### src/rtl/operator_slot_sequencer.sv
// operator_slot_sequencer: sweeps every bank/operator slot once per audio sample with fixed slot spacing and a drain tail
// inputs: sample_clk_en requests a sweep, clear_overrun clears the sticky overrun flag
// outputs: slot_en with bank_num/op_num/first_slot/last_slot per slot; busy, sweep_done pulse, overrun
module operator_slot_sequencer #(
  parameter int NUM_BANKS = 2,
  parameter int NUM_OPERATORS_PER_BANK = 18,
  parameter int SLOT_SPACING = 4,
  parameter int DRAIN_CYCLES = 2,
  localparam int BANK_NUM_WIDTH = (NUM_BANKS > 1) ? $clog2(NUM_BANKS) : 1,
  localparam int OP_NUM_WIDTH = (NUM_OPERATORS_PER_BANK > 1) ? $clog2(NUM_OPERATORS_PER_BANK) : 1
) (
  input  logic                      clk,
  input  logic                      reset,
  input  logic                      sample_clk_en,
  input  logic                      clear_overrun,
  output logic                      slot_en,
  output logic [BANK_NUM_WIDTH-1:0] bank_num,
  output logic [OP_NUM_WIDTH-1:0]   op_num,
  output logic                      first_slot,
  output logic                      last_slot,
  output logic                      busy,
  output logic                      sweep_done,
  output logic                      overrun
);
  typedef enum logic [1:0] {IDLE, ISSUE, GAP, DRAIN} state_t;
  localparam logic [BANK_NUM_WIDTH-1:0] LAST_BANK = BANK_NUM_WIDTH'(NUM_BANKS - 1);
  localparam logic [OP_NUM_WIDTH-1:0] LAST_OP = OP_NUM_WIDTH'(NUM_OPERATORS_PER_BANK - 1);
  state_t state, state_nxt;
  logic [3:0] gap_cnt;
  logic [2:0] drain_cnt;
  logic last, gap_end, drain_end, advance;
  always_comb begin
    last = bank_num == LAST_BANK && op_num == LAST_OP;
    gap_end = gap_cnt == 4'(SLOT_SPACING - 2);
    drain_end = drain_cnt == 3'(DRAIN_CYCLES - 1);
    state_nxt = state;
    case (state)
      IDLE:  state_nxt = sample_clk_en ? ISSUE : IDLE;
      ISSUE: state_nxt = last ? DRAIN : (SLOT_SPACING > 1) ? GAP : ISSUE;
      GAP:   state_nxt = gap_end ? ISSUE : GAP;
      DRAIN: state_nxt = drain_end ? IDLE : DRAIN;
      default: state_nxt = IDLE;
    endcase
    // indices move on entering the next ISSUE so they hold through GAP and DRAIN
    advance = (state == ISSUE && !last && SLOT_SPACING == 1) || (state == GAP && gap_end);
    slot_en = state == ISSUE;
    first_slot = slot_en && bank_num == '0 && op_num == '0;
    last_slot = slot_en && last;
    busy = state != IDLE;
    sweep_done = state == DRAIN && drain_end;
  end
  always_ff @(posedge clk) begin
    if (reset) begin
      state <= IDLE;
      gap_cnt <= '0;
      drain_cnt <= '0;
      bank_num <= '0;
      op_num <= '0;
      overrun <= 1'b0;
    end else begin
      state <= state_nxt;
      gap_cnt <= (state == GAP && !gap_end) ? gap_cnt + 4'd1 : 4'd0;
      drain_cnt <= (state == DRAIN && !drain_end) ? drain_cnt + 3'd1 : 3'd0;
      if (sweep_done) begin
        bank_num <= '0;
        op_num <= '0;
      end else if (advance) begin
        op_num <= (op_num == LAST_OP) ? '0 : op_num + 1'b1;
        bank_num <= bank_num + BANK_NUM_WIDTH'(op_num == LAST_OP);
      end
      // a request while busy (sweep_done cycle included) beats a coincident clear
      overrun <= (sample_clk_en && busy) || (overrun && !clear_overrun);
    end
  end
endmodule
### config.mk
export PLATFORM = sky130hd
export DESIGN_NAME = operator_slot_sequencer
export DESIGN_NICKNAME = d
export VERILOG_FILES = /design/src/rtl/operator_slot_sequencer.sv
export SDC_FILE = /design/constraint.sdc
export NUM_CORES = 1
export LEC_CHECK = 0
export BUFFER_PORTS_ARGS = -buffer_cell sky130_fd_sc_hd__buf_4
export CAP_MARGIN = 15
export CORE_MARGIN = 5
export CORE_UTILIZATION = 51
export CTS_CLUSTER_DIAMETER = 60
export DETAILED_ROUTE_END_ITERATION = 12
export HOLD_SLACK_MARGIN = 0.15
export PLACE_DENSITY = 0.75
export SLEW_MARGIN = 10
export SYNTH_ARGS = -nofsm -noshare
export SYNTH_HDL_FRONTEND = slang
export SYNTH_SLANG_ARGS = --single-unit
### constraint.sdc
create_clock -name clk -period 4.4 [get_ports clk]
set_clock_uncertainty 0.05 [all_clocks]
set_input_delay 1.1 -clock clk [delete_from_list [all_inputs] [get_ports clk]]
set_output_delay 1.1 -clock clk [all_outputs]
set_load 0.03 [all_outputs]
==> flow_results.org <==
** Run
- Max-cap violations in this run came to 0.

** Power and ir drop
- Sequential power share :: 0.505
- Sw Share :: 0.2868
- For this design the ratio of total power to cell area is 320.9 nW/um^2.
- P_leak :: 0.3994 nW
- The share of total power dissipated in combinational logic is 0.182.
- Worst IR drop on VDD :: 0.2436 mV
- Psw :: 0.09005 mW
- Cell internal power dissipation :: 0.2239 mW
- Clock network power share :: 0.313

** Worst hold path
- The worst hold path belongs to the class reg2reg.

** STA
- Final setup TNS :: 0 ps
- Setup violations remaining at the end of the flow were counted as 0.
- The final count of hold timing violations came to 0.
- Number of slew-limit violations in the final report :: 0
- Maximum achievable frequency :: 0.3535 GHz
- Setup repair after global routing left no endpoint under its margin.
- For the pin with the worst max-slew slack, the measured transition is 644.1 ps.
- Of the available clock period, the critical path in the final layout requires 0.6428.
- Counting I/O delays and the setup requirement, the final critical path takes 2829 ps.
- Slew headroom :: 0.5669

** Cells and area
- Non-Filler Instances :: 125
- Most common cell after layout, fill and taps aside :: sky130_fd_sc_hd__dfxtp_1
- Summing all multi-input logic gate instances after layout gives 462.9 sq um.
- Commonest cells after routing, fill and taps aside :: 16 x sky130_fd_sc_hd__dfxtp_1, 15 x sky130_fd_sc_hd__buf_4, 9 x sky130_fd_sc_hd__nor2_1
- Nets@finish :: 122
- Area added between synthesis and finish :: 20.12%
- The layout has 135 filler cells.
- Of the cells placed in the final design, the portion with a size suffix greater than 1 is 0.1927.
- Area used by sequential logic in the layout :: 320.3 sq um
- Number of diodes :: 0

** Critical path
- Of all nets on the critical path, the largest fanout is 5.
- Kind of critical path :: reg2out
- Data on the critical path arrives at its endpoint at 1680 ps.
- Worst setup SP type :: register
- STA classifies the critical path endpoint as an output port.
- Data on the critical path is required at its endpoint by 3250 ps.

** CTS
- TritonCTS clock tree :: yes
- Root Buffer Master :: sky130_fd_sc_hd__clkbuf_4
- In this run the number of H-tree levels came out at 1.
- Clock-pin slew was measured on the worst setup and hold paths at 90 ps.
- Once the clock tree was built, the setup fixing pass inserted 0 buffers.
- Worst-skew pair later-pin latency :: 290 ps
- The tree built by TritonCTS fans out to 16 sinks.
- Maximum root-to-sink buffer count :: 2
- The number of clock buffers added by TritonCTS is 3.
- The number of gates resized after CTS was 0.
- Number of buffers inserted by hold repair at cts :: 0

** Logic synthesis
- In this run, synthesis inferred 0 flip-flops with an integrated enable.
- For this run, asynchronously set or reset flops after synthesis account for 0.
- Synthesis inferred 16 register bits.
- The number of nets in the synthesized netlist is 103.
- Library cells used by synthesis :: 34
- Averaged over all synthesized cells, the footprint is 8.951 sq um.
- Leading register cell type out of synthesis :: sky130_fd_sc_hd__dfxtp_1
- Summing every instance area after synthesis gives 814.5 sq um.
- Sequential cell area fraction in the yosys report :: 0.3932
- Yosys printed 0 warnings.
- Counting every instance in the synthesized netlist gives 91.

** Floorplan
- Effective utilization at floorplan :: 0.5407
- The die covers 2497 sq um.
- Std-Cell Rows :: 14
- Horizontal extent of the die :: 49.97 um
- For this design the top-level I/O count stands at 16.
- Measured along the y axis, the die boundary spans 49.97 um.
- In this run the standard cell core region covers 1506 sq um.

** Global route
- The first global-routing pass estimated 2.842 mm of wire.
- The total overflow left after global routing is 0.
- Pin count of the biggest net entering global routing :: 10
- Across every metal layer, demand over resource in global routing totals 0.1438.
- The initial antenna violation count is 0.
- The number of global-route vias before repair was 682.

** Detailed routing
- Number of design-rule violations left by the first detailed-router iteration :: 24
- Number of vias in the routed layout :: 696
- Pre-antenna DRT Iters :: 4
- After detailed routing, the total wire length is 1.580 mm.
- Routed length per instance :: 12.64 um
- Antenna Nets Post-Route :: 0
- After detailed routing, the number of remaining DRC violations is 0.
- Post-detailed-route via-to-cell ratio :: 5.568

** Status
- The flow ran to the end, and the final reports show no timing, DRC or antenna violations.

** Placed design
- The HPWL after detailed placement is 1.201 mm.
- Routability-driven placement finished with a final weighted congestion of 0.8952.
- Placed cell count :: 121
- The count of buffers added on input and output ports is 15.
[worst paths after layout]
path              startpoint         to  slack, ps  cells past startpoint
hold reg to reg      overrun    overrun        420                      2
setup reg to reg  gap_cnt[0]  op_num[3]       2590                      5
setup / recovery   op_num[1]  last_slot       1570                      7
hold / removal       overrun    overrun        420                      2
[cell type report]
cell class                 instances  share of cell area
clock buffer                       4             0.03708
inverter                           7             0.02685
multi-input combinational         67              0.4731
sequential                        16              0.3274
tap                               16             0.02046
timing repair buffer              15              0.1151
[registers in the layout, indices dropped and copies added, names as in the netlist]
register / count
state: 2
overrun: 1
bank_num: 1
drain_cnt: 3
op_num: 5
gap_cnt: 4
[power by group through the flow]
| stage | Clock [mW] | Sequential, mW | Combinational, mW |
|---|---|---|---|
| final | 0.0983 | 0.159 | 0.0571 |
| after CTS | 0.0980 | 0.158 | 0.0579 |
| after detailed placement | 0 | 0.162 | 0.0577 |
| after global routing | 0.106 | 0.160 | 0.0632 |
| after global placement | 0 | 0.162 | 0.0577 |
| after floorplan | 0 | 0.162 | 0.0377 |
[Yosys cell counts, drive strengths merged (2+ instances only)]
master | instances | share of area
a21oi | 5 | 0.031
dfxtp | 16 | 0.39
ha | 8 | 0.12
inv | 7 | 0.032
nand2 | 3 | 0.014
nand2b | 2 | 0.015
nand3 | 6 | 0.037
nand4 | 2 | 0.015
nor2 | 9 | 0.041
nor2b | 4 | 0.031
nor3 | 2 | 0.012
nor4 | 2 | 0.015
o21ai | 3 | 0.018
o31ai | 2 | 0.018
[kinds of logic (layout without fill, tap and decap cells)]
| group | after synthesis | in the layout | synth area share |
|---|---|---|---|
| compound gates | 17 | 17 | 0.1413 |
| flops | 16 | 16 | 0.3932 |
| mux | 1 | 1 | 0.01229 |
| fa+ha+maj | 8 | 8 | 0.1229 |
| xor+xnor | 2 | 2 | 0.02151 |
| buf+inv | 8 | 26 | 0.03840 |
| simple gates | 39 | 39 | 0.2704 |
[layer usage]
layer | GRT usage | routed length, um | vias to the layer above
li1 | - | - | 369
met1 | 0.1775 | 721 | 307
met2 | 0.2097 | 709 | 16
met3 | 0.05723 | 117 | 4
met4 | 0.07860 | 31 | 0
met5 | 0 | 0 | -
[worst max-delay path, stage by stage (launching register included)]
cell	delay [ps]
sky130_fd_sc_hd__dfxtp_1	390
sky130_fd_sc_hd__inv_1	90
sky130_fd_sc_hd__ha_1	180
sky130_fd_sc_hd__nand4bb_1	180
sky130_fd_sc_hd__inv_1	70
sky130_fd_sc_hd__ha_1	190
sky130_fd_sc_hd__and2_1	130
sky130_fd_sc_hd__buf_4	160
[per-stage QoR]
stage | hold WS, ps | utilization | instance area (sq um) | power [mW] | setup slack [ps]
finish | 421.0 | 0.6495 | 978.4 | 0.3139 | 1571
global route | 450.6 | 0.6495 | 978.4 | 0.3287 | 1435
CTS | 424.3 | 0.6495 | 978.4 | 0.3143 | 1569
detailed placement | 408.6 | 0.6254 | 942.2 | 0.2194 | 1887
global placement | 395.4 | 0.6254 | 942.2 | 0.2195 | 1944
floorplan | 379.7 | - | 814.5 | 0.1996 | 1797
Power figures use the tool's default switching activity.
